**config.mk**
```make
export PLATFORM = sky130hd
export DESIGN_NAME = reaction_ctrl_flat
export DESIGN_NICKNAME = d
export VERILOG_FILES = /design/src/rtl/reaction_ctrl_if.sv /design/src/rtl/reaction_ctrl.sv /design/src/flat_wrapper.sv
export SDC_FILE = /design/constraint.sdc
export NUM_CORES = 1
export LEC_CHECK = 0
export ABC_CLOCK_PERIOD_IN_PS = 5000
export CORE_MARGIN = 4
export CORE_UTILIZATION = 43
export CTS_CLUSTER_DIAMETER = 50
export DETAILED_ROUTE_END_ITERATION = 6
export HOLD_SLACK_MARGIN = 0.06
export SETUP_SLACK_MARGIN = 0.3
export SLEW_MARGIN = 20
export SYNTH_ARGS = -nofsm -noshare
export SYNTH_HDL_FRONTEND = slang
export SYNTH_SLANG_ARGS = --single-unit
```
**constraint.sdc**
```tcl
create_clock -name clk -period 5 [get_ports clk]
set_input_delay 1 -clock clk [delete_from_list [all_inputs] [get_ports clk]]
set_output_delay 1 -clock clk [all_outputs]
set_load 0.05 [all_outputs]
```
**src/rtl/reaction_ctrl_if.sv**
```systemverilog
// Trial-control signals shared by the front panel, the BCD ms counter and reaction_ctrl.
// master drives start/stop/time_late; slave (reaction_ctrl) drives counter control and result lamps.
interface reaction_ctrl_if;
  logic start;
  logic stop;
  logic time_late;
  logic time_clr;
  logic time_en;
  logic led;
  logic done;
  logic early;
  logic late;

  modport master (
    output start, stop, time_late,
    input  time_clr, time_en, led, done, early, late
  );

  modport slave (
    input  start, stop, time_late,
    output time_clr, time_en, led, done, early, late
  );
endinterface

```
**src/rtl/reaction_ctrl.sv**
```systemverilog
// Reaction-timer trial FSM: random foreperiod, then one time_en per ms until stop/overflow; results 1 clk after the event.
// No backpressure (pulses sampled every cycle); time_en is combinational on stop; early-stop detection under RCTRL_EARLY_DET_EN.
module reaction_ctrl #(
  parameter int TICK_DIV   = 100000,
  parameter int DLY_MIN_MS = 1000
) (
  input logic            clk,
  input logic            rst_n,
  reaction_ctrl_if.slave bus
);
  localparam int PW = $clog2(TICK_DIV);

  typedef enum logic [2:0] {S_IDLE, S_WAIT, S_RUN, S_DONE, S_EARLY, S_LATE} state_t;

  state_t        state;
  logic [15:0]   lfsr;
  logic [15:0]   delay;
  logic [PW-1:0] presc;
  logic          tick;
  logic          clr_q;
  logic          led_q;
  logic          done_q;
  logic          late_q;
`ifdef RCTRL_EARLY_DET_EN
  logic          early_q;
`endif

  // Free-running source of the foreperiod; never reaches zero from a non-zero seed.
  always_ff @(posedge clk or negedge rst_n) begin
    if (!rst_n) begin
      lfsr <= 16'hACE1;
    end else begin
      lfsr <= {lfsr[14:0], lfsr[15] ^ lfsr[13] ^ lfsr[12] ^ lfsr[10]};
    end
  end

  assign tick = (presc == PW'(TICK_DIV - 1));

  always_ff @(posedge clk or negedge rst_n) begin
    if (!rst_n) begin
      state   <= S_IDLE;
      delay   <= '0;
      presc   <= '0;
      clr_q   <= 1'b1;
      led_q   <= 1'b0;
      done_q  <= 1'b0;
      late_q  <= 1'b0;
`ifdef RCTRL_EARLY_DET_EN
      early_q <= 1'b0;
`endif
    end else begin
      case (state)
        S_WAIT: begin
          presc <= tick ? '0 : presc + PW'(1);
`ifdef RCTRL_EARLY_DET_EN
          // An anticipating press wins even over the final foreperiod tick.
          if (bus.stop) begin
            state   <= S_EARLY;
            presc   <= '0;
            clr_q   <= 1'b0;
            early_q <= 1'b1;
          end else
`endif
          if (tick) begin
            if (delay == 16'd1) begin
              state <= S_RUN;
              clr_q <= 1'b0;
              led_q <= 1'b1;
            end else begin
              delay <= delay - 16'd1;
            end
          end
        end
        S_RUN: begin
          if (bus.stop) begin
            state  <= S_DONE;
            presc  <= '0;
            led_q  <= 1'b0;
            done_q <= 1'b1;
          end else if (bus.time_late) begin
            state  <= S_LATE;
            presc  <= '0;
            led_q  <= 1'b0;
            late_q <= 1'b1;
          end else begin
            presc <= tick ? '0 : presc + PW'(1);
          end
        end
        default: begin
          if (bus.start) begin
            state   <= S_WAIT;
            delay   <= 16'(DLY_MIN_MS) + {4'd0, lfsr[11:0]};
            presc   <= '0;
            clr_q   <= 1'b1;
            done_q  <= 1'b0;
            late_q  <= 1'b0;
`ifdef RCTRL_EARLY_DET_EN
            early_q <= 1'b0;
`endif
          end
        end
      endcase
    end
  end

  assign bus.time_clr = clr_q;
  assign bus.led      = led_q;
  assign bus.done     = done_q;
  assign bus.late     = late_q;
  assign bus.time_en  = led_q & tick & ~bus.stop;
`ifdef RCTRL_EARLY_DET_EN
  assign bus.early    = early_q;
`else
  assign bus.early    = 1'b0;
`endif
endmodule

```
**src/flat_wrapper.sv**
```systemverilog
// flat-port wrapper written by rule: the top's interface ports become plain ports
module reaction_ctrl_flat 
#(
  parameter int TICK_DIV   = 100000,
  parameter int DLY_MIN_MS = 1000
)
  (clk, rst_n, bus_start, bus_stop, bus_time_late, bus_time_clr, bus_time_en, bus_led, bus_done, bus_early, bus_late);
  reaction_ctrl_if bus_i ();
  input logic clk;
  input logic rst_n;
  input wire logic [$bits(bus_i.start)-1:0] bus_start;
  input wire logic [$bits(bus_i.stop)-1:0] bus_stop;
  input wire logic [$bits(bus_i.time_late)-1:0] bus_time_late;
  output wire logic [$bits(bus_i.time_clr)-1:0] bus_time_clr;
  output wire logic [$bits(bus_i.time_en)-1:0] bus_time_en;
  output wire logic [$bits(bus_i.led)-1:0] bus_led;
  output wire logic [$bits(bus_i.done)-1:0] bus_done;
  output wire logic [$bits(bus_i.early)-1:0] bus_early;
  output wire logic [$bits(bus_i.late)-1:0] bus_late;
  assign bus_i.start = bus_start;
  assign bus_i.stop = bus_stop;
  assign bus_i.time_late = bus_time_late;
  assign bus_time_clr = bus_i.time_clr;
  assign bus_time_en = bus_i.time_en;
  assign bus_led = bus_i.led;
  assign bus_done = bus_i.done;
  assign bus_early = bus_i.early;
  assign bus_late = bus_i.late;
  reaction_ctrl #(.TICK_DIV(TICK_DIV), .DLY_MIN_MS(DLY_MIN_MS)) u_core (.clk(clk), .rst_n(rst_n), .bus(bus_i));
endmodule
```
==> results.py, run 1 <==
metrics = {
    "run_status": {
        "status": "completed",
    },
    "floorplanning": {
        "initial_core_util_pct": 44.3,
        "core-area_um2": 6830,
        "die_y_um": 91.9,
        "io_pins": 11,
        "die-area_um2": 8450,
        "die_w_um": 91.9,
        "num_rows": 30,
    },
    "cts": {
        "ctsHoldBuffers": 0,
        "numCtsBuffers": 5,
        "ctsHtreeMaxLevel": 2,
        "cts.sinks": 56,
        "cts_tree": "built",
        "root_buffer": "clkbuf_8",
        "clock_path_buffers": 2,
        "cts_resized": 0,
        "clock_latency_ns": 0.31,
        "worst_setup_hold_path_clk_slew_ns": 0.10,
        "postCtsSetupBuffers": 0,
    },
    "yosys": {
        "async_reset_ff_share_pct": 100,
        "synth_compound_gate_area_share_pct": 21.4,
        "synth-simple-area-share_pct": 22.9,
        "syn_nets": 331,
        "ys_seq_area_share_pct": 46.7,
        "ys_types": 59,
        "syn_area_um2": 3030,
        "netlist_instances": 322,
        "synth_enable_flop_cells": 0,
        "synthAdderAreaFrac_pct": 1.65,
        "synth_area_per_cell_um2": 9.40,
        "synth_top_family_by_area": "simple AND/OR/NAND/NOR gates",
        "synth.area.mux_share_pct": 0.331,
        "ys_seq_elements": 56,
        "synth_top_area_cell": "dfrtp_1",
        "yosysMostFrequentCell": "dfrtp_1",
        "ys.warnings.count": 0,
        "synthTopCellsByCount": "dfrtp_1, nor2_1, o21ai_0",
        "synth.top_cell.area_share_pct": 38.8,
        "synth_xor_area_share_pct": 2.89,
        "yosys-top-cells-area": "dfrtp_1, dfstp_2, o21ai_0, a21oi_1, nor2_1",
        "synth_flop_cell": "dfrtp_1",
    },
    "grt": {
        "antenna_found_initial": 0,
        "grt_pass1_wl_mm": 11.2,
        "grt_use_total_pct": 16.2,
        "grt-ovfl-total": 0,
        "grt_pass1_vias": 2329,
        "grt_start_max_net_pins": 57,
    },
    "setup_path": {
        "crit_start": "u_core.presc[8]",
        "crit_end": "bus_time_en",
        "crit_type": "register to primary output",
        "worstPathRequired_ns": 4.00,
        "reg2reg_from": "u_core.state[2]",
        "cp-end-kind": "primary output",
        "critPathArrivalTime_ns": 2.76,
        "max_stage_delay_ns": 0.83,
        "crit_chain": "nor4b_1 > nand4_1 > nor3b_1 > clkdlybuf4s50_1",
        "cp-start-kind": "register",
        "reg2reg_to": "u_core.delay[1]",
        "reg2reg_depth": 6,
        "r2r_slack_ns": 2.16,
        "critPathSlowestCell": "clkdlybuf4s50_1",
        "cp_max_fo": 7,
    },
    "sta": {
        "slew_headroom_pct": 49.2,
        "fin_crit_ns": 3.76,
        "hold_violations": 0,
        "setup_violations": 0,
        "fin_setup_tns_ns": 0,
        "rsz0062_at_grt": "no",
        "final_max_slew_viol_count": 0,
        "hold_ws_ns": 0.363,
        "worstMarginPinSlew_ns": 0.762,
        "clock.fmax_ghz": 0.266,
        "skew_ns": 0.0148,
        "post-route-period-util_pct": 75.3,
    },
    "cells_and_area": {
        "fin_cells": 420,
        "syn2layout_area_growth_pct": 7.36,
        "n_antenna_cell": 0,
        "fin_nets": 332,
        "drive_above_1_share_pct": 8.95,
        "nFillCells": 671,
    },
    "pwr": {
        "p_leak_nw": 1.29,
        "power_density_nw_per_um2": 287,
        "peakVddDrop_v": 0.000193,
        "power.switching_mw": 0.276,
        "p_comb_share_pct": 13.5,
        "internal_power_mw": 0.656,
        "pwr-share-clk_pct": 27.2,
        "swShare_pct": 29.6,
        "seqPwrFrac_pct": 59.2,
    },
    "worst_hold_path": {
        "min_path_cells": 0,
        "hold_class": "register to register",
    },
    "detailed_routing": {
        "drc": 0,
        "dr.pass1.iters": 4,
        "drt-wirelength-per-cell_um": 15.2,
        "dr_total_vias": 2398,
        "dr.first_iter.drc_count": 99,
        "wl_mm": 6.37,
        "ant_nets": 0,
        "drt-vias-per-instance": 5.71,
    },
    "placement": {
        "port_buffers": 9,
        "dp_hpwl_mm": 4.39,
        "routabilityCongestion": 0.792,
        "placed_cells": 412,
    },
    "run": {
        "max_cap_violations": 0,
    },
}
## registers in the layout, summed over array words and instances, names as in the netlist
name and count:
u_core.bus.done 1, u_core.bus.late 1, u_core.bus.led 1, u_core.bus.time_clr 1, u_core.delay 16, u_core.lfsr 16
u_core.presc 17, u_core.state 3
## cell usage in the layout, fill, tap and decap left out, types with 4 or more instances in the layout
cell             Yosys  final
a21o_1               7      7
a21oi_1             22     22
a31oi_1             10     10
and3_1               4      4
clkbuf_8             0      5
clkdlybuf4s50_1      0      8
dfrtp_1             47     47
dfstp_2              9      9
ha_1                 4      4
inv_1                7      7
nand2_1             23     23
nand3_1             12     12
nand4_1              8      8
nor2_1              26     25
nor3_1              16     16
nor4_1               5      5
o21ai_0             26     26
o22a_1               6      6
o31ai_1              8      8
xnor2_1              6      6
xor2_1               4      4
## worst max-delay path, delay by kind of cell (launching register included)
kind          cells  cell delay [ns]
flops             1             0.47
simple gates      3             1.15
buf+inv           1             0.83
## layer usage
metal / wire (µm) / global-route usage, % / vias to the layer above
met2: 3070 / 26.6 / 28
met5: 0 / 0 / -
met1: 3080 / 22.3 / 1163
met4: 65 / 4.21 / 0
li1: - / - / 1200
met3: 153 / 2.46 / 7
## worst min path at each step
stage	from	to
global route	u_core.lfsr[14]	u_core.lfsr[15]
detailed placement	u_core.lfsr[14]	u_core.lfsr[15]
global placement	u_core.lfsr[14]	u_core.lfsr[15]
floorplan	u_core.lfsr[14]	u_core.lfsr[15]
CTS	u_core.lfsr[14]	u_core.lfsr[15]
finish	u_core.lfsr[14]	u_core.lfsr[15]
## cell type report
| cell class | count | area, µm² | area share, % |
|---|---|---|---|
| sequential | 56 | 1410 | 43.5 |
| timing repair buffer | 11 | 100 | 3.08 |
| multi-input combinational | 242 | 1500 | 46.1 |
| clock buffer | 5 | 68.8 | 2.12 |
| tap | 96 | 120 | 3.70 |
| clock inverter | 3 | 23.8 | 0.731 |
| inverter | 7 | 26.3 | 0.808 |
## metrics by stage
step | instance area [µm²] | utilization (%) | setup WS, ns | power (mW)
2_1_floorplan | 3030 | - | 1.69 | 0.644
3_3_place_gp | 3150 | 46.1 | 1.50 | 0.684
3_5_place_dp | 3160 | 46.2 | 1.47 | 0.688
4_1_cts | 3250 | 47.5 | 1.21 | 0.944
5_1_grt | 3250 | 47.6 | 1.05 | 0.995
6_report | 3250 | 47.6 | 1.24 | 0.932
## power groups by stage
stage	registers (mW)	clock network [mW]	logic [mW]
3_3_place_gp	0.558	0	0.125
4_1_cts	0.552	0.265	0.128
2_1_floorplan	0.555	0	0.0885
5_1_grt	0.563	0.282	0.151
6_report	0.552	0.254	0.126
3_5_place_dp	0.560	0	0.128
## cells by family (layout without fill, tap and decap cells)
family / after synthesis / in the layout
adders and majority gates: 4 / 4
buffers and inverters: 24 / 26
and+or+nand+nor: 124 / 124
xor gates and xnor gates: 10 / 10
AOI/OAI and AO/OA: 102 / 102
muxes: 1 / 1
other: 1 / 1
DFF: 56 / 56
Power figures use the tool's default switching activity.
==> run 2, diff against run 1 <==
Settings changed: ABC_CLOCK_PERIOD_IN_PS 5000 to 3090.
Clock period 5 ns to 3.09 ns, I/O delays scaled along.
==> run 2 against run 1 <==
  * Global-route usage up 0.11 points
  * Clock power up 68%
  * Clock-buffer cell count up 1
  * Register-to-register slack worse by 1.4 ns
  * Non-clock buffer count up 7
  * Critical path depth up 1
  * Setup slack worse by 0.75 ns
  * Combinational power up 62%
  * Sequential share of layout area down 0.71 points
  * Critical path type unchanged
==> results.py, run 2 (synthesis results as in run 1) <==
metrics = {
    "setup_path": {
        "r2r_slack_ns": 0.79,
        "critical_path.most_common_cell": "buf_4",
        "cp-start-kind": "register",
        "crit_chain": "nor4b_1 > nand4_1 > buf_4 > nor3b_2 > buf_4",
        "worstPathRequired_ns": 2.47,
        "crit_type": "register to primary output",
        "critical_path_buf_inv_count": 2,
        "reg2reg_from": "u_core.delay[0]",
        "cp_max_fo": 7,
        "reg2reg_depth": 7,
        "critPathSlowestCell": "dfrtp_1",
        "max_stage_delay_ns": 0.48,
        "critPathArrivalTime_ns": 1.99,
        "reg2reg_to": "u_core.delay[14]",
        "cp_top_family": "simple AND/OR/NAND/NOR gates",
        "cp-end-kind": "primary output",
    },
    "floorplanning": {
        "die-area_um2": 8450,
        "die_w_um": 91.9,
        "core-area_um2": 6830,
        "initial_core_util_pct": 44.3,
        "num_rows": 30,
        "io_pins": 11,
        "die_y_um": 91.9,
    },
    "grt": {
        "antenna_found_initial": 0,
        "grt_use_total_pct": 16.3,
        "grt-ovfl-total": 0,
        "grt_pass1_vias": 2341,
        "grt_use_met2_pct": 26.8,
        "use_met1_pct": 21.5,
        "gr-usage-met3_pct": 2.79,
        "grt-busiest-layer": "met2",
        "grt_pass1_wl_mm": 11.3,
        "grt_start_max_net_pins": 40,
    },
    "detailed_routing": {
        "drt-vias-per-instance": 5.65,
        "dr.pass1.iters": 5,
        "drc": 0,
        "dr_total_vias": 2411,
        "wl_mm": 6.51,
        "drt-wirelength-per-cell_um": 15.2,
        "dr.first_iter.drc_count": 105,
        "ant_nets": 0,
    },
    "sta": {
        "skew_ns": 0.0113,
        "slew_headroom_pct": 31.0,
        "fin_crit_ns": 2.60,
        "final_max_slew_viol_count": 0,
        "hold_violations": 0,
        "post-route-period-util_pct": 84.3,
        "rsz0062_at_grt": "no",
        "worstMarginPinSlew_ns": 1.03,
        "clock.fmax_ghz": 0.384,
        "fin_setup_tns_ns": 0,
        "setup_violations": 0,
    },
    "cells_and_area": {
        "top_register": "u_core.presc",
        "regArea_um2": 1410,
        "stdcell_area_um2": 3300,
        "multi_input_area_um2": 1500,
        "largest_register_ffs": 17,
        "syn2layout_area_growth_pct": 9.13,
        "nFillCells": 652,
        "top_regs": "u_core.presc: 17 flops, u_core.delay: 16 flops, u_core.lfsr: 16 flops",
        "fin_nets": 339,
        "drive_above_1_share_pct": 10.9,
        "n_antenna_cell": 0,
        "final_cell_mix": "dfrtp_1, o21ai_0, nor2_1, nand2_1, a21oi_1",
        "layout_commonest_cell": "dfrtp_1",
    },
    "run": {
        "max_cap_violations": 0,
    },
    "placement": {
        "routabilityCongestion": 0.782,
        "placed_area_um2": 3210,
        "port_buffers": 9,
        "dp_hpwl_mm": 4.62,
    },
    "cts": {
        "clock_path_buffers": 2,
        "numCtsBuffers": 5,
        "ctsHoldBuffers": 0,
        "cts.sinks": 56,
        "root_buffer": "clkbuf_8",
        "postCtsSetupBuffers": 0,
        "cts_resized": 0,
        "ctsHtreeMaxLevel": 2,
        "worst_setup_hold_path_clk_slew_ns": 0.11,
        "cts_tree": "built",
        "clock_latency_ns": 0.31,
    },
    "run_status": {
        "status": "completed",
    },
    "pwr": {
        "peakVddDrop_v": 0.000272,
        "p_leak_nw": 1.33,
        "power_density_nw_per_um2": 461,
    },
    "worst_hold_path": {
        "hold-path-endpoint": "u_core.lfsr[15]",
        "min_path_cells": 0,
        "hold_class": "register to register",
        "hold_start": "u_core.lfsr[14]",
    },
}
## run 2: per-stage QoR
stage          setup WS [ns]  instances  power [mW]  util, %  hold WS, ns
5_1_grt                0.341        427        1.63     48.4        0.360
4_1_cts                0.464        427        1.55     48.4        0.358
2_1_floorplan          0.630        322        1.04        -        0.322
3_3_place_gp           0.483        419        1.11     46.9        0.337
6_report               0.485        427        1.52     48.4        0.353
3_5_place_dp           0.439        419        1.12     46.9        0.346
## run 2: worst register-to-register path, delay by kind of cell, from the launching register on
kind	cells	cell delay (ns)
DFF	1	0.42
buffers and inverters	1	0.11
AOI/OAI and AO/OA	1	0.15
and+or+nand+nor	4	1.37
adders and majority gates	1	0.20
## run 2: how the worst max path moves through the flow
stage	endpoint	slack, ns	cells after the start	startpoint
after detailed placement	u_core.presc[9]	0.44	6	bus_stop
after floorplan	bus_time_en	0.63	4	u_core.presc[0]
after global placement	u_core.presc[9]	0.48	6	bus_time_late
final	bus_time_en	0.49	5	u_core.presc[8]
after CTS	bus_time_en	0.46	5	u_core.presc[8]
after global routing	bus_time_en	0.34	5	u_core.presc[8]
## run 2: final cells by class
| class | count | area share [%] |
|---|---|---|
| clock inverters | 2 | 0.454 |
| clock buffers | 6 | 2.50 |
| flip-flops and latches | 56 | 42.7 |
| well taps | 96 | 3.63 |
| multi-input cells | 242 | 45.3 |
| repair buffers | 18 | 4.54 |
| inverters | 7 | 0.795 |
## run 2: per-layer routing
layer | wire, µm | vias up | share of wire (%)
met2 | 3150 | 40 | 48
met5 | 0 | - | 0
li1 | - | 1207 | -
met4 | 128 | 0 | 2.0
met3 | 205 | 13 | 3.1
met1 | 3030 | 1151 | 46
## run 2: power breakdown
group          switching [mW]  total [mW]  leakage, nW  internal, mW
logic                   0.111       0.204        0.582        0.0924
clock network           0.244       0.426       0.0434         0.182
registers              0.0857       0.895        0.702         0.809
total                   0.441        1.52         1.33          1.08
==> patch: new RTL, flow settings as in run 2 <==
Encoding of `state_t`: now Gray code (3 bits for 6 states).
--- a/src/rtl/reaction_ctrl.sv
+++ b/src/rtl/reaction_ctrl.sv
@@ -10,7 +10,7 @@
 );
   localparam int PW = $clog2(TICK_DIV);
 
-  typedef enum logic [2:0] {S_IDLE, S_WAIT, S_RUN, S_DONE, S_EARLY, S_LATE} state_t;
+  typedef enum logic [2:0] {S_IDLE = 3'b000, S_WAIT = 3'b001, S_RUN = 3'b011, S_DONE = 3'b010, S_EARLY = 3'b110, S_LATE = 3'b111} state_t;
 
   state_t        state;
   logic [15:0]   lfsr;
Function: same outputs for any inputs over 10 cycles, from zero or initial values and one cycle with rst_n low; not proved beyond that.
==> patch against run 2 <==
Highest routed layer unchanged; sequential cell count did not move; synthesized area fell by 6.2%; utilization rose by 0.89 points; routed wire length fell by 7.6%; worst setup slack got worse by 89 ps; synthesized cell count fell by 7.8%; critical endpoint unchanged; design area fell by 4.8%.
Power is not compared: it rests on default switching activity, and its combinational part moved more than twofold at a synthesized area within 25%.
==> patch: results (changes against run 2) <==
[logic_synthesis]
synth_compound_area_frac = 0.1661  ; was 0.2145
synthTopCellsByArea = dfrtp_1 (41%), dfstp_2 (8.3%), nor2_1 (4.2%), o21ai_0 (4.1%), xnor2_1 (3.4%)  ; was dfrtp_1 (39%), dfstp_2 (7.8%), o21ai_0 (4.3%), a21oi_1 (3.6%), nor2_1 (3.2%)
synthDistinctLibCells = 51  ; was 59
ys_top_cells_by_count = dfrtp_1 (47), nor2_1 (32), o21ai_0 (23), nand2_1 (20), a21oi_1 (18)  ; was dfrtp_1 (47), nor2_1 (26), o21ai_0 (26), nand2_1 (23), a21oi_1 (22)
seq_area_frac_synth = 0.4974  ; was 0.4665
yosys.area_share.adder = 0.01762  ; was 0.01653
syn-num-nets = 306  ; was 331
synthMuxAreaShare = 0  ; was 0.003306

[place]
placed_cells = 378  ; was 419
place_congestion = 0.7886  ; was 0.7820
postPlaceCellArea_um2 = 3013  ; was 3207 um2
hpwl_um = 4275  ; was 4624 um
place_ws_ps = 715.8  ; was 439.0 ps

[finish]
inv_count = 11  ; was 7
nNonClkBuffers = 16  ; was 18
nonClkBufAreaFrac = 0.04296  ; was 0.04544
multi_input_gates = 218  ; was 242
fill_cells = 581  ; was 652
post_route_cells_drive_above_1_share = 0.1133  ; was 0.1088
fin_util = 0.4926  ; was 0.4837
nClkBuffers = 7  ; was 6

[critical_path]
reg2reg_slack_ps = 700  ; was 790 ps
crit_path_max_fanout = 8  ; was 7
critPathArrivalTime_ps = 2080  ; was 1990 ps
worstRegToRegCells = 5  ; was 7
cp-startpoint = u_core.presc[5]$_DFFE_PN0P_  ; was u_core.presc[8]$_DFFE_PN0P_

[grt]
grt_pass1_wl_um = 10060  ; was 11250 um
grt_max_degree = 32  ; was 40

[drt]
drt-wirelength-per-cell_um = 15.58  ; was 15.25 um
drt_iter0_drc = 150  ; was 105
dr_total_vias = 2245  ; was 2411

[sta]
period_minus_slack_ps = 2694  ; was 2605 ps
hold_ws_ps = 74.18  ; was 353.1 ps
max_slew_margin = 0.5475  ; was 0.3095
finClkSkew_ps = 10.84  ; was 11.28 ps

[status]
outcome = complete, no violations  ; unchanged

[patch: changes by cell type in the layout (fill, tap and decap cells not counted), moves of 4 or more]
| cell | change |
|---|---|
| xnor2_1 | +5 |
| a31oi_1 | -5 |
| o31ai_1 | -6 |
| a21oi_1 | -4 |
| or3_1 | +6 |
| nor2_1 | +6 |
| inv_1 | +4 |
| a21o_1 | -5 |
[patch: routing by layer]
| metal | global-route usage | vias to the layer above | share of wire |
|---|---|---|---|
| met2 | 0.2338 | 39 | 0.44 |
| met5 | 0 | - | 0 |
| met1 | 0.2456 | 1087 | 0.51 |
| met3 | 0.03594 | 5 | 0.045 |
| met4 | 0.04871 | 0 | 0.011 |
| li1 | - | 1114 | - |
[patch: critical path: stages (launching register included)]
cell     delay [ps]
dfrtp_1         480
nor4b_1         480
nand4_1         330
nor3b_2         260
buf_4           220
